$ cat config.mk
export PLATFORM = sky130hd
export DESIGN_NAME = uart_tx_arbiter
export DESIGN_NICKNAME = d
export VERILOG_FILES = /design/src/rtl/uart_tx_arbiter.sv
export SDC_FILE = /design/constraint.sdc
export NUM_CORES = 1
export LEC_CHECK = 0
export CAP_MARGIN = 20
export CORE_ASPECT_RATIO = 1.75
export CORE_MARGIN = 4
export CORE_UTILIZATION = 37
export DETAILED_ROUTE_END_ITERATION = 8
export PLACE_DENSITY = 0.76
export REMOVE_ABC_BUFFERS = 1
export SYNTH_ARGS = -nofsm -noshare
export SYNTH_HDL_FRONTEND = slang
export SYNTH_SLANG_ARGS = --single-unit
export TNS_END_PERCENT = 30
$ cat constraint.sdc
create_clock -name clk -period 1.6 [get_ports clk]
set_input_delay 0.32 -clock clk [delete_from_list [all_inputs] [get_ports clk]]
set_output_delay 0.32 -clock clk [all_outputs]
set_load 0.1 [all_outputs]
$ cat src/rtl/uart_tx_arbiter.sv
// Round-robin arbiter feeding one UART TX FIFO from NREQ byte streams.
// Grants are packet-locked and revoked early when the owner stalls too long.
module uart_tx_arbiter #(
    parameter int unsigned NREQ    = 4,
    parameter int unsigned TIMEOUT = 255
) (
    input  logic                  clk,
    input  logic                  rst,
    input  logic [NREQ-1:0]       req_valid,
    input  logic [8*NREQ-1:0]     req_data,
    input  logic [NREQ-1:0]       req_last,
    output logic [NREQ-1:0]       req_ready,
    output logic [7:0]            fifo_data,
    output logic                  fifo_wr_en,
    input  logic                  fifo_full,
    output logic [NREQ-1:0]       grant,
    output logic                  busy,
    output logic                  timeout_evt
);

    localparam int unsigned IDX_W = $clog2(NREQ);

    typedef enum logic {IDLE, BUSY} state_t;

    state_t            state_q, state_d;
    logic [NREQ-1:0]   grant_q, grant_d;
    logic [IDX_W-1:0]  gidx_q, gidx_d;
    logic [IDX_W-1:0]  rr_ptr_q, rr_ptr_d;
    logic [7:0]        stall_q, stall_d;
    logic              timeout_q, timeout_d;

    logic              sel_found;
    logic [IDX_W-1:0]  sel_idx;
    logic [IDX_W-1:0]  cand_idx;
    logic              g_valid, g_last, xfer;
    logic [7:0]        g_data;
    logic [IDX_W-1:0]  next_ptr;

    assign g_valid  = req_valid[gidx_q];
    assign g_last   = req_last[gidx_q];
    assign g_data   = req_data[{gidx_q, 3'b000} +: 8];
    assign xfer     = (state_q == BUSY) && g_valid && !fifo_full;
    assign next_ptr = (gidx_q == IDX_W'(NREQ - 1)) ? '0 : gidx_q + 1'b1;

    // First valid requester starting at rr_ptr, wrapping modulo NREQ.
    always_comb begin
        sel_found = 1'b0;
        sel_idx   = '0;
        cand_idx  = '0;
        for (int unsigned k = 0; k < NREQ; k++) begin
            cand_idx = IDX_W'((32'(rr_ptr_q) + k) % NREQ);
            if (!sel_found && req_valid[cand_idx]) begin
                sel_found = 1'b1;
                sel_idx   = cand_idx;
            end
        end
    end

    always_ff @(posedge clk) begin
        if (rst) begin
            state_q   <= IDLE;
            grant_q   <= '0;
            gidx_q    <= '0;
            rr_ptr_q  <= '0;
            stall_q   <= '0;
            timeout_q <= 1'b0;
        end else begin
            state_q   <= state_d;
            grant_q   <= grant_d;
            gidx_q    <= gidx_d;
            rr_ptr_q  <= rr_ptr_d;
            stall_q   <= stall_d;
            timeout_q <= timeout_d;
        end
    end

    // A transfer takes priority over a timeout landing in the same cycle.
    always_comb begin
        state_d   = state_q;
        grant_d   = grant_q;
        gidx_d    = gidx_q;
        rr_ptr_d  = rr_ptr_q;
        stall_d   = stall_q;
        timeout_d = 1'b0;
        case (state_q)
            IDLE: begin
                if (sel_found) begin
                    state_d = BUSY;
                    grant_d = NREQ'(1) << sel_idx;
                    gidx_d  = sel_idx;
                    stall_d = '0;
                end
            end
            BUSY: begin
                if (xfer) begin
                    stall_d = '0;
                    if (g_last) begin
                        state_d  = IDLE;
                        grant_d  = '0;
                        rr_ptr_d = next_ptr;
                    end
                end else if (stall_q == 8'(TIMEOUT)) begin
                    state_d   = IDLE;
                    grant_d   = '0;
                    rr_ptr_d  = next_ptr;
                    timeout_d = 1'b1;
                end else if (!g_valid && !fifo_full) begin
                    stall_d = stall_q + 8'd1;
                end
            end
            default: state_d = IDLE;
        endcase
    end

    // Outputs are forced quiet while rst is held, even before the first edge.
    always_comb begin
        req_ready   = '0;
        fifo_wr_en  = 1'b0;
        fifo_data   = '0;
        grant       = '0;
        busy        = 1'b0;
        timeout_evt = 1'b0;
        if (!rst) begin
            grant       = grant_q;
            busy        = (state_q == BUSY);
            timeout_evt = timeout_q;
            if (state_q == BUSY) begin
                req_ready  = grant_q & {NREQ{!fifo_full}};
                fifo_wr_en = xfer;
                if (xfer)
                    fifo_data = g_data;
            end
        end
    end

endmodule

==> impl_metrics.tcl, run 1 <==
set metrics [dict create \
    track_usage_pct 29.92 \
    die_x_extent_um 53.66 \
    hold_path_class "reg2reg" \
    max_freq_ghz 0.4884 \
    routabilityCongestion 0.8764 \
    proportion_of_register_bits_with_asynchronous_set_or_reset_after_synthesis_pct 0 \
    tightest_slew_ns 0.5167 \
    main_combinational_cell_family_by_area_after_synthesis "simple AND/OR/NAND/NOR gates" \
    design.core.area_sq_mm 0.003433 \
    critical_path_class "reg2out" \
    outcome "finished with violations" \
    worstHoldPathCells 2 \
    finalSetupTns_ns -6.812 \
    synth_fa_ha_area_share_pct 1.854 \
    number_of_max_cap_violations 0 \
    post_synth_and_or_nand_nor_area_fraction_pct 26.88 \
    setup_repair_after_global_routing_missed_its_margin "yes" \
    detail_route.iter0.violations 100 \
    maximum_number_of_pins_on_one_net_before_global_route_repair 18 \
    number_of_cells_produced_by_synthesis 154 \
    worst_path_dominant_cell_family "multiplexers" \
    syn-mean-instance-area_sq_um 8.767 \
    n_fill_cell 212 \
    clk_latency_ns 0.25 \
    tritoncts_num_sinks 18 \
    cp_data_arrival_time_ns 1.73 \
    most-common-layout-cells "sky130_fd_sc_hd__clkdlybuf4s50_1, sky130_fd_sc_hd__buf_4, sky130_fd_sc_hd__buf_12" \
    drtAntennaViolNets 0 \
    post_route_cells_drive_above_1_share_pct 45.45 \
    synth_mux_area_share_pct 19.83 \
    effective_utilization_at_floorplan_pct 39.32 \
    placementRows 28 \
    cts_tree "yes" \
    routed_via_density 6.047 \
    post_synth_xor_area_fraction_pct 1.946 \
    half_perimeter_wire_length_after_placement_um 3982 \
    drc 0 \
    post-synth-top-area-cell "sky130_fd_sc_hd__dfxtp_1" \
    power_per_cell_area_mw_per_mm2 522.2 \
    post-route-min-period_ns 2.047 \
    count_of_flip_flops_with_a_built_in_enable_after_synthesis 0 \
    place.port_buffers 61 \
    cp_slowest_stage_delay_ns 0.58 \
    antenna-diode-count 0 \
    total_die_area_sq_mm 0.004717 \
    first_global_vias 1942 \
    start_kind "flop" \
    synth.ff_latch_count 18 \
    yosys.cell_types.count 41 \
    timing.final.crit_share_pct 128.0 \
    failed_checks "setup timing" \
    cts.path.max_buffers 2 \
    cp_max_fo 6 \
    worst-endpoint-required_ns 1.28 \
    htreeDepth 1 \
    wl_um 6694 \
    post_synth_main_area_contributors "sky130_fd_sc_hd__dfxtp_1, sky130_fd_sc_hd__mux4_2, sky130_fd_sc_hd__and3_1" \
    yosysWarningCount 0 \
    clk_root_buffer_cell "sky130_fd_sc_hd__clkbuf_8" \
    number_of_buffers_added_by_the_clock_tree_synthesis_step 3 \
    final_common_cell "sky130_fd_sc_hd__clkdlybuf4s50_1" \
    r2r_start "gidx_q[0]$_SDFFE_PP0P_" \
    drt_pass1_iterations 4 \
    worstHoldEndpoint "stall_q[7]$_SDFFE_PP0P_" \
    sequential_cell_area_sq_um 370.4 \
    route.vias.total 1802 \
    reg2reg_depth 6 \
    skew_ns 0.003411 \
    design_power_total_uw 1411 \
    io_pins 62 \
    hold-worst-slack_ns 0.5218 \
    final_hold_viol_count 0 \
    crit_chain "mux4_2 -> buf_4 -> and3_4 -> buf_12" \
    worst_setup_hold_path_clk_slew_ns 0.07 \
    leak_pwr_uw 0.001052 \
    synth-compound-area-share_pct 16.59 \
    setup_viol_count_final 24 \
    wire_length_of_the_first_global_routing_pass_um 10210 \
    synthFlopType "sky130_fd_sc_hd__dfxtp_1" \
    relSlewSlack_pct 65.24 \
    mappedNetlistArea_sq_mm 0.001350 \
    reg2reg_setup_slack_ns -0.44 \
    crit-reg2reg-capture "stall_q[2]$_SDFFE_PP0P_" \
    drv_slew 0 \
    multi_input_area_sq_mm 0.001075 \
    netlist.area_leader.share_pct 26.69 \
    detail_route.wl_per_cell_um 22.46 \
    synthToLayoutAreaGrowth_pct 100.1 \
    cp_capture_type "primary output" \
    grt.overflow.total 0 \
    cts_hold_fix_bufs 0 \
    dieHeight_um 87.91 \
    ys_seq_area_share_pct 26.69 \
    grt_antenna_before_repair 0 \
    irDropWorstVdd_mv 0.5859 \
    hp-start "stall_q[7]$_SDFFE_PP0P_" \
    crit_slowest_cell "sky130_fd_sc_hd__mux4_2" \
    num-nets-final 300 \
    postLayoutSetupSlackWorst_ns -0.4474 \
    buffering_stage_count_on_the_worst_path_with_inverters_included 2 \
]
how the worst max path moves through the flow:
| stage | from | endpoint | cells past startpoint |
|---|---|---|---|
| floorplan | gidx_q[0]$_SDFFE_PP0P_ | fifo_data[0] | 2 |
| global placement | req_valid[3] | stall_q[5]$_SDFFE_PP0P_ | 5 |
| detailed placement | req_valid[2] | stall_q[6]$_SDFFE_PP0P_ | 5 |
| CTS | gidx_q[0]$_SDFFE_PP0P_ | fifo_data[4] | 4 |
| global route | gidx_q[0]$_SDFFE_PP0P_ | stall_q[2]$_SDFFE_PP0P_ | 6 |
| finish | gidx_q[0]$_SDFFE_PP0P_ | fifo_data[2] | 4 |
cells by family (layout without fill, tap and decap cells):
logic type | after synthesis | after routing
compound gates | 35 | 35
xor+xnor | 3 | 3
fa+ha+maj | 2 | 2
buf+inv | 14 | 112
flops | 18 | 18
mux | 14 | 15
simple gates | 68 | 68
worst min-delay path, cell delays in order (launching register included):
cell and delay (ns):
sky130_fd_sc_hd__dfxtp_1 0.32, sky130_fd_sc_hd__nor2_1 0.10, sky130_fd_sc_hd__a211oi_1 0.06
layout make-up:
class                      instances  share of cell area (%)
timing repair buffer             102                   41.92
tap                               45                   2.084
clock buffer                       3                   1.528
inverter                           7                  0.9727
sequential                        18                   13.71
multi-input combinational        123                   39.79
state kept, by name (all words and copies together), names as in the netlist:
name       flops
state_q        1
gidx_q         2
grant_q        4
timeout_q      1
rr_ptr_q       2
stall_q        8
through the flow:
| step | util [%] | setup slack [ns] | area, sq um | std cells |
|---|---|---|---|---|
| after floorplan | - | -0.6858 | 1292 | 147 |
| after global routing | 78.68 | -0.5232 | 2701 | 298 |
| after detailed placement | 69.83 | -0.7400 | 2397 | 286 |
| final | 78.68 | -0.4474 | 2701 | 298 |
| after CTS | 77.19 | -0.3860 | 2650 | 295 |
| after global placement | 69.83 | -0.6687 | 2397 | 286 |
cell usage after synthesis, drive strengths merged (2+ instances only):
| master | number |
|---|---|
| nand3 | 6 |
| nand2b | 10 |
| and2 | 2 |
| mux4 | 10 |
| mux2 | 2 |
| mux2i | 2 |
| and3 | 10 |
| nor3 | 4 |
| o22ai | 3 |
| ha | 2 |
| nor2 | 16 |
| buf | 5 |
| nor4 | 2 |
| or4 | 2 |
| a21oi | 10 |
| o21a | 2 |
| clkbuf | 2 |
| inv | 7 |
| a311oi | 2 |
| xor2 | 3 |
| nor2b | 2 |
| nand2 | 10 |
| a41oi | 2 |
| nand4 | 2 |
| dfxtp | 18 |
| o21ai | 10 |
metal layers:
layer | wire, um | global-route usage [%]
met2 | 3360 | 51.32
met1 | 2271 | 30.51
met5 | 0 | 0
met4 | 391 | 20.23
met3 | 671 | 7.325
power breakdown:
| part | switching, uW | leakage (uW) | internal, uW |
|---|---|---|---|
| clock | 147 | 0.0000216 | 167 |
| combinational | 302 | 0.000882 | 316 |
| sequential | 16.3 | 0.000148 | 462 |
| total | 465 | 0.00105 | 946 |
timing repair:
item                       CTS  global route
pin swaps                   21             5
cloned                       2             0
setup endpoints to repair   37            31
buffers inserted             4             3
resized for setup           59            14
Power figures use the tool's default switching activity.
==> run 2, diff against run 1 <==
Settings changed: CORE_ASPECT_RATIO 1.75 to not set, SETUP_SLACK_MARGIN set to 0.05, SLEW_MARGIN set to 25.
==> run 2 against run 1 <==
- the flow still finishes with violations (setup timing)
- routed wire length shrank 20%
- first-iteration DRC count down 18%
- via count fell by 7.1%
- total power is 1.9% lower
- global-route usage is 4.5 points lower
- critical path type unchanged
- register-to-register slack is essentially flat
- largest cell class unchanged
==> impl_metrics.tcl, run 2 (synthesis gave the netlist of run 1 again) <==
set metrics [dict create \
    outcome "finished with violations" \
    failed_checks "setup timing" \
    n_fill_cell 227 \
    clockPowerShare_pct 22.9 \
    postLayoutSetupSlackWorst_ns -0.4489 \
    wl_um 5382 \
    cp_max_fo 5 \
    most-common-layout-cells "sky130_fd_sc_hd__clkdlybuf4s50_1, sky130_fd_sc_hd__buf_4, sky130_fd_sc_hd__buf_12" \
    detail_route.iter0.violations 82 \
    placementRows 21 \
    cts_hold_fix_bufs 0 \
    combinationalPowerShare_pct 42.7 \
    post_route_cells_drive_above_1_share_pct 42.17 \
    grt.overflow.total 0 \
    worst-endpoint-required_ns 1.28 \
    hold-worst-slack_ns 0.5154 \
    timing.critical_path.from "gidx_q[0]$_SDFFE_PP0P_" \
    design.core.area_sq_mm 0.003442 \
    htreeDepth 1 \
    number_of_flip_flops_in_the_largest_register 8 \
    buffering_stage_count_on_the_worst_path_with_inverters_included 3 \
    routed_via_density 5.675 \
    antenna-diode-count 0 \
    critical_path_class "reg2out" \
    power_per_cell_area_mw_per_mm2 520.5 \
    drt_pass1_iterations 4 \
    final_design_area_no_fill_sq_mm 0.002659 \
    grt_antenna_before_repair 0 \
    number_of_max_cap_violations 0 \
    sequential_cell_area_sq_um 369.1 \
    dieHeight_um 68.41 \
    half_perimeter_wire_length_after_placement_um 3605 \
    power.share.switching_pct 32.09 \
    post-route-min-period_ns 2.049 \
    leak_pwr_uw 0.001034 \
    place.port_buffers 61 \
    relSlewSlack_pct 71.58 \
    detail_route.wl_per_cell_um 18.24 \
    drtAntennaViolNets 0 \
    total_switching_power_uw 444.0 \
    sequentialPowerShare_pct 34.5 \
    finalSetupTns_ns -7.184 \
    drc 0 \
    final_hold_viol_count 0 \
    timing.final.crit_share_pct 128.1 \
    final_common_cell "sky130_fd_sc_hd__clkdlybuf4s50_1" \
    setup_repair_after_global_routing_missed_its_margin "yes" \
    routabilityCongestion 0.8129 \
    worst_setup_hold_path_clk_slew_ns 0.06 \
    tritoncts_num_sinks 18 \
    drv_slew 0 \
    io_pins 62 \
    cts.path.max_buffers 2 \
    wire_length_of_the_first_global_routing_pass_um 8776 \
    effective_utilization_at_floorplan_pct 39.22 \
    total_die_area_sq_mm 0.004679 \
    max_freq_ghz 0.4881 \
    irDropWorstVdd_mv 0.6000 \
    layout.cells.non_filler 295 \
    pre_cts_slack_ns -0.7021 \
    start_kind "flop" \
    first_global_vias 1822 \
    num-nets-final 296 \
    cts_tree "yes" \
    placement_stage_cell_area_sq_mm 0.002409 \
    route.vias.total 1674 \
    reg.largest.list "stall_q: 8 flops, grant_q: 4 flops" \
    place.detailed.instances 285 \
    skew_ns 0.0005977 \
    synthToLayoutAreaGrowth_pct 96.94 \
    max_flop_register "stall_q" \
    multi_input_area_sq_mm 0.001051 \
    clk_latency_ns 0.26 \
    hold_path_class "reg2reg" \
    hp-start "rr_ptr_q[0]$_SDFFE_PP0P_" \
    cp_slowest_stage_delay_ns 0.50 \
    crit_chain "buf_12 -> buf_12 -> mux4_2 -> and3_4 -> buf_12" \
    worst_path_dominant_cell_family "multiplexers" \
    setup_viol_count_final 24 \
    r2r_start "gidx_q[0]$_SDFFE_PP0P_" \
    cp_capture_type "primary output" \
    track_usage_pct 25.42 \
    tightest_slew_ns 0.4156 \
    critical_path.most_common_cell "sky130_fd_sc_hd__buf_12" \
    cp_data_arrival_time_ns 1.73 \
    maximum_number_of_pins_on_one_net_before_global_route_repair 10 \
    number_of_buffers_added_by_the_clock_tree_synthesis_step 3 \
    crit_slowest_cell "sky130_fd_sc_hd__mux4_2" \
    internal_power_uw 939.9 \
    die_x_extent_um 68.41 \
    clk_root_buffer_cell "sky130_fd_sc_hd__clkbuf_8" \
]
==> run 2: cell count changes in the layout (fill, tap and decap cells not counted), moves of 2 or more <==
| cell | change |
|---|---|
| sky130_fd_sc_hd__buf_12 | +2 |
| sky130_fd_sc_hd__buf_2 | +2 |
| sky130_fd_sc_hd__buf_4 | -4 |
| sky130_fd_sc_hd__buf_6 | -2 |
| sky130_fd_sc_hd__nor2_1 | +2 |
| sky130_fd_sc_hd__o21ai_0 | +2 |
| sky130_fd_sc_hd__o21ai_1 | -2 |
==> run 2: final timing paths <==
kind / end / slack (ns) / cells past startpoint
max: fifo_data[2] / -0.45 / 5
min: rr_ptr_q[0]$_SDFFE_PP0P_ / 0.52 / 2
max reg2reg: stall_q[4]$_SDFFE_PP0P_ / -0.43 / 7
min reg2reg: rr_ptr_q[0]$_SDFFE_PP0P_ / 0.52 / 2
==> run 2: tightest hold or removal path, cell delays in order, from the launching register on <==
cell                      delay, ns
sky130_fd_sc_hd__dfxtp_1       0.33
sky130_fd_sc_hd__o21ai_0       0.08
sky130_fd_sc_hd__a21oi_1       0.06
==> run 2: metrics by stage <==
step / utilization [%] / total power [uW]
2_1_floorplan: - / 717.2
3_3_place_gp: 69.97 / 982.9
3_5_place_dp: 69.97 / 993.3
4_1_cts: 77.03 / 1365
5_1_grt: 77.24 / 1451
6_report: 77.24 / 1384
==> run 2: cell type report <==
| cell class | instances | share of cell area, % |
|---|---|---|
| multi-input cells | 123 | 39.53 |
| clock buffers | 3 | 1.553 |
| repair buffers | 98 | 41.88 |
| flip-flops and latches | 18 | 13.88 |
| well taps | 46 | 2.165 |
| inverters | 7 | 0.9882 |
==> run 2: routing by layer <==
metal	vias up	GRT usage [%]	share of wire [%]
li1	770	-	-
met1	804	27.21	36
met2	84	47.79	54
met3	16	5.090	6.6
met4	0	10.17	3.0
met5	-	0	0
==> run 2: timing repair <==
action / 4_1_cts / 5_1_grt
pin swaps: 12 / 4
resized for setup: 49 / 11
gates cloned: 1 / 0
buffers inserted: 6 / 0
setup endpoints to repair: 37 / 31
==> run 2: power groups by stage <==
stage	sequential, uW	combinational [uW]	clock, uW
2_1_floorplan	494	223	0
3_3_place_gp	483	499	0
3_5_place_dp	484	509	0
4_1_cts	477	573	316
5_1_grt	479	625	347
6_report	477	590	317
